<file path="src/rtl/dp_ctrl_pkg.sv">
// -----------------------------------------------------------------------------
// dp_ctrl_pkg
// Shared definitions for the dp_sequencer control block:
//   - FSM state encoding
//   - RV32I opcode / funct3 / funct7 constants for the supported subset
//   - ALUctrl encodings
//   - decoded-instruction record and the decode() helper that builds it
// -----------------------------------------------------------------------------
package dp_ctrl_pkg;

    typedef enum logic [1:0] {
        ST_IDLE   = 2'd0,
        ST_DECODE = 2'd1,
        ST_EXEC   = 2'd2,
        ST_WB     = 2'd3
    } state_e;

    localparam logic [6:0] OP_R = 7'b0110011;
    localparam logic [6:0] OP_I = 7'b0010011;
    localparam logic [6:0] OP_B = 7'b1100011;

    localparam logic [2:0] F3_ADD = 3'b000;   // ADD/SUB/ADDI
    localparam logic [2:0] F3_SLT = 3'b010;   // SLT/SLTI
    localparam logic [2:0] F3_OR  = 3'b110;   // OR/ORI
    localparam logic [2:0] F3_AND = 3'b111;   // AND/ANDI
    localparam logic [2:0] F3_BEQ = 3'b000;
    localparam logic [2:0] F3_BNE = 3'b001;

    localparam logic [6:0] F7_BASE = 7'b0000000;
    localparam logic [6:0] F7_ALT  = 7'b0100000;   // selects SUB

    typedef enum logic [2:0] {
        ALU_ADD = 3'b000,
        ALU_SUB = 3'b001,
        ALU_AND = 3'b010,
        ALU_OR  = 3'b011,
        ALU_SLT = 3'b101
    } alu_op_e;

    // Control fields captured at the end of DECODE and held through EXEC/WB.
    typedef struct packed {
        logic [4:0] rs1;
        logic [4:0] rs2;
        logic [4:0] rd;
        logic       reg_write;
        logic       alu_src;
        alu_op_e    alu_ctrl;
        logic       is_branch;
        logic       is_bne;
        logic       illegal;
    } dec_t;

    // Maps a funct3 to the ALU op for the logical/compare/add group shared by
    // R-type and I-type; ok=0 for any funct3 outside the subset.
    function automatic void alu_from_f3(input logic [2:0] f3,
                                        output alu_op_e op, output logic ok);
        op = ALU_ADD;
        ok = 1'b1;
        case (f3)
            F3_ADD:  op = ALU_ADD;
            F3_SLT:  op = ALU_SLT;
            F3_OR:   op = ALU_OR;
            F3_AND:  op = ALU_AND;
            default: ok = 1'b0;
        endcase
    endfunction

    // Anything that is not a supported encoding collapses to an all-zero
    // record with only the illegal flag set, so no register is ever written.
    function automatic dec_t decode(input logic [31:0] instr);
        dec_t       d;
        logic [6:0] opcode;
        logic [2:0] f3;
        logic [6:0] f7;
        alu_op_e    op;
        logic       ok;
        d      = '0;
        opcode = instr[6:0];
        f3     = instr[14:12];
        f7     = instr[31:25];
        alu_from_f3(f3, op, ok);
        case (opcode)
            OP_R: begin
                if (f3 == F3_ADD && f7 == F7_ALT) begin
                    op = ALU_SUB;
                end else if (f7 != F7_BASE) begin
                    ok = 1'b0;
                end
                d.rs1       = instr[19:15];
                d.rs2       = instr[24:20];
                d.rd        = instr[11:7];
                d.reg_write = (instr[11:7] != 5'd0);
                d.alu_ctrl  = op;
            end
            OP_I: begin
                d.rs1       = instr[19:15];
                d.rd        = instr[11:7];
                d.reg_write = (instr[11:7] != 5'd0);
                d.alu_src   = 1'b1;
                d.alu_ctrl  = op;
            end
            OP_B: begin
                ok          = (f3 == F3_BEQ) || (f3 == F3_BNE);
                d.rs1       = instr[19:15];
                d.rs2       = instr[24:20];
                d.alu_ctrl  = ALU_SUB;
                d.is_branch = 1'b1;
                d.is_bne    = (f3 == F3_BNE);
            end
            default: ok = 1'b0;
        endcase
        if (!ok) begin
            d         = '0;
            d.illegal = 1'b1;
        end
        return d;
    endfunction

endpackage

</file>
<file path="src/rtl/dp_sequencer_if.sv">
// -----------------------------------------------------------------------------
// dp_sequencer_if
// Instruction handshake, datapath control and fetch-side command signals of
// the dp_sequencer.
//   master : instruction source / datapath (drives instr_valid, instr, EQ)
//   slave  : dp_sequencer (drives everything else)
// -----------------------------------------------------------------------------
interface dp_sequencer_if #(
    parameter int REGWIDTH  = 5,
    parameter int DATAWIDTH = 32,
    parameter int CNTWIDTH  = 32
);
    logic                 instr_valid;
    logic [DATAWIDTH-1:0] instr;
    logic                 instr_ready;
    logic [REGWIDTH-1:0]  rs1;
    logic [REGWIDTH-1:0]  rs2;
    logic [REGWIDTH-1:0]  rd;
    logic                 RegWrite;
    logic                 ALUsrc;
    logic [2:0]           ALUctrl;
    logic [DATAWIDTH-1:0] ImmOp;
    logic                 EQ;
    logic                 pc_en;
    logic                 pc_src;
    logic [DATAWIDTH-1:0] branch_off;
    logic                 illegal;
    logic [CNTWIDTH-1:0]  retired;

    modport master (
        output instr_valid, instr, EQ,
        input  instr_ready, rs1, rs2, rd, RegWrite, ALUsrc, ALUctrl, ImmOp,
               pc_en, pc_src, branch_off, illegal, retired
    );

    modport slave (
        input  instr_valid, instr, EQ,
        output instr_ready, rs1, rs2, rd, RegWrite, ALUsrc, ALUctrl, ImmOp,
               pc_en, pc_src, branch_off, illegal, retired
    );
endinterface

</file>
<file path="src/rtl/ctrl_imm_gen.sv">
// -----------------------------------------------------------------------------
// ctrl_imm_gen
// Combinational immediate extraction from the instruction register.
//   instr_i  : instruction word
//   imm_i_o  : sign-extended I-immediate instr[31:20]
//   imm_b_o  : sign-extended B-immediate {31,7,30:25,11:8,0}
// -----------------------------------------------------------------------------
module ctrl_imm_gen #(
    parameter int DATAWIDTH = 32
) (
    input  logic [DATAWIDTH-1:0] instr_i,
    output logic [DATAWIDTH-1:0] imm_i_o,
    output logic [DATAWIDTH-1:0] imm_b_o
);
    // Opcode and rs1/funct3 bits are not part of either immediate.
    logic unused_bits;
    assign unused_bits = ^{instr_i[19:12], instr_i[6:0]};

    assign imm_i_o = {{(DATAWIDTH-12){instr_i[31]}}, instr_i[31:20]};
    assign imm_b_o = {{(DATAWIDTH-13){instr_i[31]}}, instr_i[31], instr_i[7],
                      instr_i[30:25], instr_i[11:8], 1'b0};
endmodule

</file>
<file path="src/rtl/dp_sequencer.sv">
// -----------------------------------------------------------------------------
// dp_sequencer
// Four-state (IDLE->DECODE->EXEC->WB) control sequencer for a single-cycle
// RV32I datapath subset (ADD/SUB/AND/OR/SLT, ADDI/ANDI/ORI/SLTI, BEQ/BNE).
//   clk   : rising-edge clock
//   rst_n : asynchronous active-low reset
//   bus   : dp_sequencer_if.slave (handshake, datapath controls, PC command,
//           illegal pulse, retired counter)
// All datapath controls are decoded from state_q, so an asynchronous reset
// drops them (including RegWrite) immediately.
// -----------------------------------------------------------------------------
module dp_sequencer
    import dp_ctrl_pkg::*;
#(
    parameter int REGWIDTH  = 5,
    parameter int DATAWIDTH = 32,
    parameter int CNTWIDTH  = 32
) (
    input  logic            clk,
    input  logic            rst_n,
    dp_sequencer_if.slave   bus
);
    state_e               state_q, state_d;
    logic [DATAWIDTH-1:0] ir_q;
    dec_t                 dec_q;
    logic [DATAWIDTH-1:0] imm_q, boff_q;
    logic                 taken_q;
    logic [CNTWIDTH-1:0]  retired_q;
    logic [DATAWIDTH-1:0] imm_i, imm_b;

    ctrl_imm_gen #(.DATAWIDTH(DATAWIDTH)) u_imm_gen (
        .instr_i (ir_q),
        .imm_i_o (imm_i),
        .imm_b_o (imm_b)
    );

    // Fixed four-cycle sequence; only IDLE waits on the handshake.
    always_comb begin
        state_d = state_q;
        case (state_q)
            ST_IDLE:   if (bus.instr_valid) state_d = ST_DECODE;
            ST_DECODE: state_d = ST_EXEC;
            ST_EXEC:   state_d = ST_WB;
            ST_WB:     state_d = ST_IDLE;
            default:   state_d = ST_IDLE;
        endcase
    end

    // NOTE: sequential state uses non-blocking assignments so every register
    // samples pre-edge values regardless of statement order.
    always_ff @(posedge clk or negedge rst_n) begin
        if (!rst_n) begin
            state_q   <= ST_IDLE;
            ir_q      <= '0;
            dec_q     <= '0;
            imm_q     <= '0;
            boff_q    <= '0;
            taken_q   <= 1'b0;
            retired_q <= '0;
        end else begin
            state_q <= state_d;
            if (state_q == ST_IDLE && bus.instr_valid) begin
                ir_q <= bus.instr;
            end
            if (state_q == ST_DECODE) begin
                dec_q  <= decode(ir_q[31:0]);
                imm_q  <= imm_i;
                boff_q <= imm_b;
            end
            // EQ is sampled on the EXEC->WB edge; BNE inverts the sense.
            // retired updates on the same edge so the new count is visible in WB.
            if (state_q == ST_EXEC) begin
                taken_q   <= bus.EQ ^ dec_q.is_bne;
                retired_q <= retired_q + 1'b1;
            end
        end
    end

    // NOTE: every output gets a default before the case logic so no latch is
    // inferred on paths that leave a signal unassigned.
    always_comb begin
        bus.instr_ready = (state_q == ST_IDLE);
        bus.rs1         = '0;
        bus.rs2         = '0;
        bus.rd          = '0;
        bus.RegWrite    = 1'b0;
        bus.ALUsrc      = 1'b0;
        bus.ALUctrl     = 3'b000;
        bus.ImmOp       = '0;
        bus.pc_en       = 1'b0;
        bus.pc_src      = 1'b0;
        bus.branch_off  = '0;
        bus.illegal     = 1'b0;
        bus.retired     = retired_q;
        if (state_q == ST_EXEC || state_q == ST_WB) begin
            bus.rs1        = REGWIDTH'(dec_q.rs1);
            bus.rs2        = REGWIDTH'(dec_q.rs2);
            bus.rd         = REGWIDTH'(dec_q.rd);
            bus.ALUsrc     = dec_q.alu_src;
            bus.ALUctrl    = dec_q.alu_ctrl;
            bus.ImmOp      = dec_q.alu_src ? imm_q : '0;
            bus.branch_off = dec_q.is_branch ? boff_q : '0;
        end
        if (state_q == ST_WB) begin
            bus.RegWrite = dec_q.reg_write;
            bus.pc_en    = 1'b1;
            bus.pc_src   = dec_q.is_branch & taken_q;
            bus.illegal  = dec_q.illegal;
        end
    end
endmodule

</file>
<file path="src/flat_wrapper.sv">
// flat-port wrapper written by rule: the top's interface ports become plain ports
module dp_sequencer_flat import dp_ctrl_pkg::*;
#(
    parameter int REGWIDTH  = 5,
    parameter int DATAWIDTH = 32,
    parameter int CNTWIDTH  = 32
)
  (clk, rst_n, bus_instr_valid, bus_instr, bus_EQ, bus_instr_ready, bus_rs1, bus_rs2, bus_rd, bus_RegWrite, bus_ALUsrc, bus_ALUctrl, bus_ImmOp, bus_pc_en, bus_pc_src, bus_branch_off, bus_illegal, bus_retired);
  dp_sequencer_if #(.REGWIDTH(REGWIDTH), .DATAWIDTH(DATAWIDTH), .CNTWIDTH(CNTWIDTH)) bus_i ();
  input  logic clk;
  input  logic rst_n;
  input wire logic [$bits(bus_i.instr_valid)-1:0] bus_instr_valid;
  input wire logic [$bits(bus_i.instr)-1:0] bus_instr;
  input wire logic [$bits(bus_i.EQ)-1:0] bus_EQ;
  output wire logic [$bits(bus_i.instr_ready)-1:0] bus_instr_ready;
  output wire logic [$bits(bus_i.rs1)-1:0] bus_rs1;
  output wire logic [$bits(bus_i.rs2)-1:0] bus_rs2;
  output wire logic [$bits(bus_i.rd)-1:0] bus_rd;
  output wire logic [$bits(bus_i.RegWrite)-1:0] bus_RegWrite;
  output wire logic [$bits(bus_i.ALUsrc)-1:0] bus_ALUsrc;
  output wire logic [$bits(bus_i.ALUctrl)-1:0] bus_ALUctrl;
  output wire logic [$bits(bus_i.ImmOp)-1:0] bus_ImmOp;
  output wire logic [$bits(bus_i.pc_en)-1:0] bus_pc_en;
  output wire logic [$bits(bus_i.pc_src)-1:0] bus_pc_src;
  output wire logic [$bits(bus_i.branch_off)-1:0] bus_branch_off;
  output wire logic [$bits(bus_i.illegal)-1:0] bus_illegal;
  output wire logic [$bits(bus_i.retired)-1:0] bus_retired;
  assign bus_i.instr_valid = bus_instr_valid;
  assign bus_i.instr = bus_instr;
  assign bus_i.EQ = bus_EQ;
  assign bus_instr_ready = bus_i.instr_ready;
  assign bus_rs1 = bus_i.rs1;
  assign bus_rs2 = bus_i.rs2;
  assign bus_rd = bus_i.rd;
  assign bus_RegWrite = bus_i.RegWrite;
  assign bus_ALUsrc = bus_i.ALUsrc;
  assign bus_ALUctrl = bus_i.ALUctrl;
  assign bus_ImmOp = bus_i.ImmOp;
  assign bus_pc_en = bus_i.pc_en;
  assign bus_pc_src = bus_i.pc_src;
  assign bus_branch_off = bus_i.branch_off;
  assign bus_illegal = bus_i.illegal;
  assign bus_retired = bus_i.retired;
  dp_sequencer #(.REGWIDTH(REGWIDTH), .DATAWIDTH(DATAWIDTH), .CNTWIDTH(CNTWIDTH)) u_core (.clk(clk), .rst_n(rst_n), .bus(bus_i));
endmodule
</file>
<file path="config.mk">
export PLATFORM = sky130hd
export DESIGN_NAME = dp_sequencer_flat
export DESIGN_NICKNAME = d
export VERILOG_FILES = /design/src/rtl/dp_ctrl_pkg.sv /design/src/rtl/dp_sequencer_if.sv /design/src/rtl/ctrl_imm_gen.sv /design/src/rtl/dp_sequencer.sv /design/src/flat_wrapper.sv
export SDC_FILE = /design/constraint.sdc
export NUM_CORES = 1
export LEC_CHECK = 0
export BUFFER_PORTS_ARGS = -buffer_cell sky130_fd_sc_hd__clkbuf_2
export CELL_PAD_IN_SITES_DETAIL_PLACEMENT = 1
export CELL_PAD_IN_SITES_GLOBAL_PLACEMENT = 1
export CORE_MARGIN = 4
export CORE_UTILIZATION = 39
export CTS_BUF_LIST = sky130_fd_sc_hd__clkbuf_16
export CTS_CLUSTER_DIAMETER = 100
export DETAILED_ROUTE_END_ITERATION = 7
export PLACE_DENSITY_LB_ADDON = 0.1
export SETUP_SLACK_MARGIN = 0.15
export SLEW_MARGIN = 20
export SYNTH_ARGS = -nofsm -noshare
export SYNTH_HDL_FRONTEND = slang
export SYNTH_SLANG_ARGS = --single-unit
</file>
<file path="constraint.sdc">
create_clock -name clk -period 2.5 [get_ports clk]
set_input_delay 0.25 -clock clk [delete_from_list [all_inputs] [get_ports clk]]
set_output_delay 0.25 -clock clk [all_outputs]
set_load 0.02 [all_outputs]
</file>
==> results of run 1 <==
==> cells in the mapped netlist (2+ instances only) <==
library cell	number
nand2_1	24
inv_1	23
o32ai_1	6
nor2b_1	3
buf_1	4
and3_1	26
dfrtp_1	107
a22o_1	8
mux2_2	45
a21oi_1	2
nor4_1	2
and4_1	2
nor3_1	10
xor2_1	15
ha_1	5
o21ai_0	10
clkbuf_1	12
nor2_1	29
o2bb2ai_1	3
and2_1	15
a32o_1	5
nand3_1	8
buf_4	40
nand4_1	9
xnor2_1	17
==> worst max-delay path, delay by kind of cell, from the launching register on <==
kind / cells / cell delay, ns
flip-flops: 1 / 0.42
adder cells (fa/ha/maj): 1 / 0.33
buffers and inverters: 2 / 0.35
AND/OR/NAND/NOR: 2 / 0.54
==> routing by layer <==
| metal | track usage (%) | up-vias |
|---|---|---|
| met5 | 0 | - |
| li1 | - | 1707 |
| met4 | 5.67 | 0 |
| met3 | 4.34 | 9 |
| met2 | 26.6 | 116 |
| met1 | 21.0 | 1767 |
==> registers in the layout, indices dropped and copies added, names as in the netlist <==
register            count
u_core.boff_q           5
u_core.imm_q           12
u_core.ir_q            32
u_core.state_q          2
u_core.bus.retired     32
u_core.dec_q           23
u_core.taken_q          1
==> per-stage QoR <==
step | total power [mW] | hold WS (ns) | util [%]
3_3_place_gp | 4.26 | 0.156 | 45.3
6_report | 6.02 | 0.125 | 48.6
4_1_cts | 6.08 | 0.120 | 48.4
2_1_floorplan | 3.77 | -0.0456 | -
5_1_grt | 6.42 | 0.131 | 48.6
3_5_place_dp | 4.35 | 0.158 | 45.3
==> final cells by class <==
cell class              instances  area, um^2
fillers                      1436        6490
flip-flops and latches        107        2680
multi-input cells             257        1920
repair buffers                162         861
clock buffers                   9         225
well taps                     172         215
clock inverters                 7         140
inverters                      23        86.3
==> power by group through the flow <==
stage / clock network (mW) / logic (mW) / registers, mW
2_1_floorplan: 0 / 1.19 / 2.57
3_3_place_gp: 0 / 1.63 / 2.62
6_report: 1.70 / 1.70 / 2.62
3_5_place_dp: 0 / 1.70 / 2.65
4_1_cts: 1.75 / 1.71 / 2.62
5_1_grt: 1.82 / 1.90 / 2.70
==> how the worst max path moves through the flow <==
| stage | start | endpoint | slack (ns) | depth (start not counted) |
|---|---|---|---|---|
| global route | u_core.state_q[0] | u_core.bus.retired[28] | 0.11 | 7 |
| CTS | u_core.state_q[0] | u_core.bus.retired[28] | 0.16 | 7 |
| finish | u_core.state_q[0] | bus_ImmOp[1] | 0.27 | 5 |
| floorplan | u_core.state_q[0] | bus_ImmOp[12] | 0.31 | 5 |
| detailed placement | u_core.state_q[0] | u_core.bus.retired[28] | 0.11 | 7 |
| global placement | u_core.state_q[0] | u_core.bus.retired[28] | 0.27 | 7 |
==> logic make-up after synthesis <==
logic type | synth area share (%)
adder cells (fa/ha/maj) | 1.25
other | 0.0746
AO/OA/AOI/OAI | 6.20
buffers and inverters | 9.19
flip-flops | 53.3
XOR/XNOR | 5.58
multiplexers | 10.1
AND/OR/NAND/NOR | 14.3
==> what timing repair did <==
item | 4_1_cts | 5_1_grt
hold endpoints to repair | 20 | 0
setup buffers | 0 | 0
endpoints found under the setup margin | 56 | 63
resized for setup | 6 | 4
pin swaps | 0 | 1
cloned | 0 | 1
hold buffers | 1 | 0
==> flow_metrics.env, run 1 <==
export IMPL_ys_seq_area_share_pct=53.3
export IMPL_top_layer_used="met4"
export IMPL_synthesis_area_um2=5020
export IMPL_relSlewSlack_pct=64.9
export IMPL_syn_to_final_growth_pct=22.0
export IMPL_worst_hold_path_endpoint="u_core.state_q[1]"
export IMPL_cts_sinks=107
export IMPL_status="completed"
export IMPL_design_die_area_um2=14800
export IMPL_syn_inst=443
export IMPL_design_area_um2=6130
export IMPL_setup_ws_ns=0.267
export IMPL_worstRegToRegCells=7
export IMPL_hp_class="input port to flop"
export IMPL_placed_cell_area_um2=5710
export IMPL_synthFlopType="dfrtp_1"
export IMPL_postRouteAntennaNets=0
export IMPL_worstReg2RegEnd="u_core.bus.retired[18]"
export IMPL_fin_crit_sh_pct=89.3
export IMPL_slew_viol_final=0
export IMPL_setup_viol=0
export IMPL_fmax_ghz=0.448
export IMPL_slowest_delay_ns=0.42
export IMPL_cp_data_arrival_time_ns=1.98
export IMPL_power_per_cell_area_nw_per_um2=982
export IMPL_rsz0062_at_grt="no"
export IMPL_gp_congestion=0.787
export IMPL_ir_worst_vdd_uv=373
export IMPL_drive_gt1_share_pct=41.8
export IMPL_io_buffers=154
export IMPL_die_w_um=121
export IMPL_synth_nets=484
export IMPL_wl_met3_um=966
export IMPL_drt_iter0_markers=97
export IMPL_p_leak_nw=3.11
export IMPL_tightest_slew_ns=0.522
export IMPL_hold_depth=2
export IMPL_die_h_um=121
export IMPL_worstSkewPairLatency_ns=0.34
export IMPL_rows=41
export IMPL_cts_buffers=9
export IMPL_grt_pass1_wl_um=19000
export IMPL_clk_path_buf_depth=2
export IMPL_r2r_slack_ns=0.39
export IMPL_placed_cells=719
export IMPL_cpMaxStageDelayCell="dfrtp_1"
export IMPL_setup_worst_path_class="flop to output pin"
export IMPL_dpl_hpwl_um=8780
export IMPL_synthTopCellsByArea="dfrtp_1, mux2_2, buf_4"
export IMPL_async_reset_ff_share_pct=100
export IMPL_instances_no_fill=737
export IMPL_ys_types=38
export IMPL_first_pass_iters=4
export IMPL_synth_edf_count=0
export IMPL_finalClockSkew_ns=0.00625
export IMPL_wirelength_met1_um=5120
export IMPL_synth_top_cell_area_share_pct=53.3
export IMPL_hold_start="bus_instr_valid"
export IMPL_startpoint_type="flop"
export IMPL_internal_power_mw=4.07
export IMPL_core_area_um2=12600
export IMPL_finalCriticalPeriod_ns=2.23
export IMPL_design_portCount=156
export IMPL_grt_max_degree=53
export IMPL_cts_root_buffer="clkbuf_16"
export IMPL_h_tree_depth=3
export IMPL_netSwitchingFraction_pct=32.4
export IMPL_drcViolationCount=0
export IMPL_worstPathCellList="ha_1 -> or2_4 -> buf_4 -> and3_1 -> clkbuf_2"
export IMPL_viasPerCell=4.88
export IMPL_setup_tns_ns=0
export IMPL_drv_cap=0
export IMPL_wl_met2_um=5650
export IMPL_start_util_pct=39.8
export IMPL_required_ns=2.25
export IMPL_cts_tree="built"
export IMPL_layout_commonest_cell="clkbuf_2"
export IMPL_yosys_area_top_type="dfrtp_1"
export IMPL_pwr_share_clk_pct=28.3
export IMPL_ys_ff_latch=107
export IMPL_postSynthAreaPerCell_um2=11.3
export IMPL_grt_total_usage_pct=16.3
export IMPL_end_kind="output pin"
export IMPL_grt_pass1_vias=3692
export IMPL_antenna_cells=0
export IMPL_wl_per_cell_um=16.1
export IMPL_netSwitchingPower_mw=1.95
export IMPL_antenna_found_initial=0
export IMPL_routed_wl_um=11900
export IMPL_ys_warn_count=0
export IMPL_power_frac_seq_pct=43.4
export IMPL_final_hold_viol_count=0
export IMPL_vias=3599
export IMPL_comb_power_share_pct=28.3
export IMPL_r2r_start="u_core.state_q[0]"
export IMPL_worstPathMaxFanout=14
export IMPL_place_ws_ns=0.106
export IMPL_grt_overflow=0
export IMPL_clk_pin_slew_ns=0.07
export IMPL_nets=601
export IMPL_layout_common_cells="clkbuf_2, dfrtp_1, mux2_2, nor2_1"
Power figures use the tool's default switching activity.
==> inputs of run 2 (changes only) <==
--- a/config.mk
+++ b/config.mk
@@ -14,6 +14,7 @@
 export CTS_CLUSTER_DIAMETER = 100
 export DETAILED_ROUTE_END_ITERATION = 7
 export PLACE_DENSITY_LB_ADDON = 0.1
+export REMOVE_ABC_BUFFERS = 1
 export SETUP_SLACK_MARGIN = 0.15
 export SLEW_MARGIN = 20
 export SYNTH_ARGS = -nofsm -noshare
==> run 2 against run 1 <==
Net effect: clock power down 25%; largest power group unchanged; cell count up 0.14%; sequential power about the same; global-route usage up 1.0 points; largest cell class unchanged; critical path type unchanged; via count down 0.64%; power down 6.6%; clock skew down 0.00088 ns; first-iteration DRC count up 69%; routed wire length up 4.0%.
==> flow_metrics.env, run 2 (synthesized netlist as in run 1, its figures left out) <==
export IMPL_cts_buffers=9
export IMPL_cpMaxStageDelayCell="dfrtp_1"
export IMPL_tightest_slew_ns=0.605
export IMPL_p_leak_nw=3.07
export IMPL_clk_pin_slew_ns=0.07
export IMPL_relSlewSlack_pct=59.6
export IMPL_finalClockSkew_ns=0.00537
export IMPL_start_util_pct=39.8
export IMPL_power_per_cell_area_nw_per_um2=933
export IMPL_p_total_mw=5.62
export IMPL_fmax_ghz=0.457
export IMPL_cts_tree="built"
export IMPL_setup_worst_path_class="flop to output pin"
export IMPL_die_w_um=121
export IMPL_ir_worst_vdd_uv=541
export IMPL_drcViolationCount=0
export IMPL_grt_total_usage_pct=17.3
export IMPL_nets=602
export IMPL_antenna_cells=0
export IMPL_cp_data_arrival_time_ns=1.94
export IMPL_worstPathMaxFanout=21
export IMPL_startpoint_type="flop"
export IMPL_cts_sinks=107
export IMPL_first_pass_iters=4
export IMPL_worstPathCellList="inv_1 -> ha_2 -> or2_4 -> and3_2 -> clkbuf_2"
export IMPL_layout_common_cells="clkbuf_2, dfrtp_1, mux2_2, nor2_1"
export IMPL_syn_to_final_growth_pct=19.9
export IMPL_setup_viol=0
export IMPL_wl_per_cell_um=16.7
export IMPL_antenna_found_initial=0
export IMPL_slew_viol_final=0
export IMPL_postRouteAntennaNets=0
export IMPL_drt_iter0_markers=164
export IMPL_end_kind="output pin"
export IMPL_gp_congestion=0.735
export IMPL_drive_gt1_share_pct=41.2
export IMPL_cts_root_buffer="clkbuf_16"
export IMPL_die_h_um=121
export IMPL_core_area_um2=12600
export IMPL_status="completed"
export IMPL_rows=41
export IMPL_design_die_area_um2=14800
export IMPL_final_hold_viol_count=0
export IMPL_routed_wl_um=12400
export IMPL_design_portCount=156
export IMPL_required_ns=2.25
export IMPL_grt_pass1_vias=3851
export IMPL_drv_cap=0
export IMPL_dpl_hpwl_um=9040
export IMPL_io_buffers=154
export IMPL_finalCriticalPeriod_ns=2.19
export IMPL_grt_overflow=0
export IMPL_rsz0062_at_grt="no"
export IMPL_grt_max_degree=46
export IMPL_placed_cell_area_um2=5720
export IMPL_h_tree_depth=3
export IMPL_r2r_slack_ns=0.44
export IMPL_layout_commonest_cell="clkbuf_2"
export IMPL_grt_pass1_wl_um=20200
export IMPL_utilization_pct=47.7
export IMPL_design_area_um2=6020
export IMPL_slowest_delay_ns=0.41
export IMPL_hp_class="input port to flop"
export IMPL_viasPerCell=4.85
export IMPL_worstSkewPairLatency_ns=0.34
export IMPL_fin_crit_sh_pct=87.4
export IMPL_clk_path_buf_depth=2
export IMPL_vias=3576
[run 2: timing repair]
action,in CTS,in global routing
gates resized for setup,3,4
pin swaps,0,1
buffers inserted,0,1
endpoints found under the hold margin,30,0
hold buffers,1,0
setup endpoints to repair,69,83
[run 2: path summary, 6_finish.rpt]
check | start | to | depth (start not counted)
max | u_core.state_q[0] | bus_ImmOp[29] | 5
max reg2reg | u_core.state_q[0] | u_core.bus.retired[31] | 8
min | bus_instr[31] | u_core.ir_q[31] | 2
min reg2reg | u_core.bus.retired[31] | u_core.bus.retired[31] | 1
min in group asynchronous | rst_n | u_core.ir_q[25] | 2
max in group asynchronous | rst_n | u_core.bus.retired[28] | 3
[run 2: layer usage]
layer  wire, um  GRT usage [%]
met3        570           3.82
met5          0              0
met1       5460           22.8
met4        143           4.83
met2       6190           28.8
[run 2: per-stage QoR]
step | setup TNS (ns) | cells | hold WS (ns) | setup slack, ns
6_report | 0 | 738 | 0.136 | 0.314
5_1_grt | 0 | 738 | 0.124 | 0.152
4_1_cts | 0 | 737 | 0.121 | 0.169
3_5_place_dp | 0 | 720 | 0.226 | 0.199
3_3_place_gp | 0 | 720 | 0.217 | 0.281
2_1_floorplan | -74.31 | 386 | -0.0456 | -1.88
[run 2: critical path: cells and delay by family (launching register included)]
kind                       cells  cell delay [ns]
buffers and inverters          2             0.34
and+or+nand+nor                2             0.62
DFF                            1             0.41
adders and majority gates      1             0.24
[run 2: final cells by class]
| class | count | area [um^2] |
|---|---|---|
| Sequential cell | 107 | 2680 |
| Timing Repair Buffer | 164 | 880 |
| Clock buffer | 9 | 225 |
| Clock inverter | 7 | 36.3 |
| Inverter | 23 | 86.3 |
| Multi-Input combinational cell | 256 | 1900 |
| Tap cell | 172 | 215 |
| Fill cell | 1462 | 6600 |
[run 2: power breakdown]
group / switching, mW / internal [mW]
clock: 0.610 / 0.662
sequential: 0.378 / 2.23
combinational: 0.967 / 0.780
==> inputs of run 3 (changes only) <==
--- a/config.mk
+++ b/config.mk
@@ -13,8 +13,8 @@
 export CTS_BUF_LIST = sky130_fd_sc_hd__clkbuf_16
 export CTS_CLUSTER_DIAMETER = 100
 export DETAILED_ROUTE_END_ITERATION = 7
+export GPL_TIMING_DRIVEN = 0
 export PLACE_DENSITY_LB_ADDON = 0.1
-export REMOVE_ABC_BUFFERS = 1
 export SETUP_SLACK_MARGIN = 0.15
 export SLEW_MARGIN = 20
 export SYNTH_ARGS = -nofsm -noshare
==> run 3 against run 2 <==
Net effect: worst setup slack worse by 0.035 ns; utilization rose by 2.8 points; flip-flop and latch count did not move; count of clock-buffer cells in the layout unchanged; non-clock buffer count increased by 51; routed wire length rose by 5.0%; via count is 7.6% higher; critical path type unchanged; power rose by 2.2%; register-to-register slack got worse by 0.06 ns; cell count up 6.9%; fmax is 1.6% lower.
==> flow_metrics.env, run 3 (synthesized netlist as in run 1, its figures left out) <==
export IMPL_status="completed"
export IMPL_clk_pin_slew_ns=0.07
export IMPL_drive_gt1_share_pct=43.6
export IMPL_worstPathCellList="inv_1 -> ha_1 -> or2_4 -> clkbuf_2 -> and2_1 -> clkbuf_2"
export IMPL_design_portCount=156
export IMPL_use_met2_pct=30.2
export IMPL_fin_crit_sh_pct=88.9
export IMPL_finalCriticalPeriod_ns=2.22
export IMPL_slowest_delay_ns=0.40
export IMPL_worst_hold_path_endpoint="u_core.state_q[1]"
export IMPL_die_w_um=121
export IMPL_setup_ws_ns=0.279
export IMPL_finalHoldWorstSlack_ns=0.129
export IMPL_cts_tree="built"
export IMPL_final_hold_viol_count=0
export IMPL_fmax_ghz=0.450
export IMPL_viasPerCell=4.87
export IMPL_p_total_mw=5.75
export IMPL_hold_depth=2
export IMPL_utilization_pct=50.6
export IMPL_syn_to_final_growth_pct=27.0
export IMPL_timing_critical_path_mode_cell="clkbuf_2"
export IMPL_design_die_area_um2=14800
export IMPL_ir_worst_vdd_uv=363
export IMPL_placed_cell_area_um2=6050
export IMPL_setup_viol=0
export IMPL_grt_util_met3_pct=5.03
export IMPL_core_area_um2=12600
export IMPL_antenna_cells=0
export IMPL_antenna_found_initial=0
export IMPL_die_h_um=121
export IMPL_design_area_um2=6380
export IMPL_worstRegToRegCells=7
export IMPL_place_ws_ns=-0.0662
export IMPL_critical_path_buf_inv_count=3
export IMPL_postRouteAntennaNets=0
export IMPL_finalClockSkew_ns=0.00845
export IMPL_fillers=1462
export IMPL_layout_commonest_cell="clkbuf_2"
export IMPL_p_leak_nw=3.32
export IMPL_hold_start="bus_instr_valid"
export IMPL_busiest_layer="met2"
export IMPL_placed_cells=770
export IMPL_critical_path_top_delay_family="simple AND/OR/NAND/NOR gates"
export IMPL_instances_no_fill=789
export IMPL_clk_path_buf_depth=2
export IMPL_cpMaxStageDelayCell="dfrtp_1"
export IMPL_end_kind="output pin"
export IMPL_setup_worst_path_class="flop to output pin"
export IMPL_grt_max_degree=58
export IMPL_io_buffers=154
export IMPL_first_pass_iters=4
export IMPL_layout_common_cells="clkbuf_2, dfrtp_1, mux2_2, buf_4, nor2_1"
export IMPL_grt_pass1_wl_um=21100
export IMPL_nets=653
export IMPL_gp_congestion=0.811
export IMPL_dpl_hpwl_um=9960
export IMPL_rsz0062_at_grt="yes"
export IMPL_start_util_pct=39.8
export IMPL_hp_class="input port to flop"
export IMPL_worstSkewPairLatency_ns=0.34
export IMPL_worstReg2RegEnd="u_core.bus.retired[28]"
export IMPL_startpoint_type="flop"
export IMPL_setup_tns_ns=0
export IMPL_drcViolationCount=0
export IMPL_rows=41
export IMPL_cts_sinks=107
export IMPL_h_tree_depth=3
export IMPL_relSlewSlack_pct=57.3
export IMPL_worstPathMaxFanout=10
export IMPL_r2r_start="u_core.state_q[0]"
export IMPL_grt_pass1_vias=4159
export IMPL_grt_overflow=0
export IMPL_cts_buffers=9
export IMPL_wl_per_cell_um=16.5
export IMPL_r2r_slack_ns=0.38
export IMPL_slew_viol_final=0
export IMPL_drv_cap=0
export IMPL_required_ns=2.25
export IMPL_tightest_slew_ns=0.636
export IMPL_power_per_cell_area_nw_per_um2=900
export IMPL_cts_root_buffer="clkbuf_16"
export IMPL_met1_usage_pct=22.0
export IMPL_drt_iter0_markers=125
export IMPL_routed_wl_um=13000
export IMPL_cp_data_arrival_time_ns=1.97
export IMPL_grt_total_usage_pct=18.1
export IMPL_vias=3846
## run 3: report_power, final
group | switching (mW) | internal [mW] | leakage, nW
sequential | 0.404 | 2.23 | 1.37
clock | 0.603 | 0.758 | 0.152
combinational | 0.985 | 0.769 | 1.80
## run 3: timing repair
item | 4_1_cts | 5_1_grt
setup endpoints to repair | 77 | 29
hold buffers | 1 | 0
gates resized for setup | 8 | 5
pin swaps | 0 | 1
setup buffers | 0 | 3
hold endpoints to repair | 56 | 0
## run 3: layout make-up
type | count | area, um^2 | area share, %
clock buffer | 9 | 225 | 3.53
multi-input combinational | 256 | 1910 | 29.9
buffer | 56 | 377 | 5.90
timing repair buffer | 159 | 840 | 13.2
sequential | 107 | 2680 | 42.0
clock inverter | 7 | 53.8 | 0.843
inverter | 23 | 86.3 | 1.35
tap | 172 | 215 | 3.37
## run 3: worst max path at each step
stage | start | endpoint | slack, ns | cells past startpoint
after floorplan | u_core.state_q[0] | bus_ImmOp[12] | 0.31 | 5
after global placement | rst_n | u_core.bus.retired[27] | -0.32 | 1
after detailed placement | u_core.state_q[0] | bus_ImmOp[24] | -0.07 | 7
after CTS | u_core.state_q[0] | u_core.bus.retired[31] | 0.17 | 7
after global routing | u_core.state_q[0] | u_core.bus.retired[28] | 0.10 | 7
final | u_core.state_q[0] | bus_rd[4] | 0.28 | 6
## run 3: routing by layer
layer,up-vias,share of wire [%]
li1,1810,-
met1,1892,41
met2,127,48
met3,17,8.1
met4,0,2.2
met5,-,0
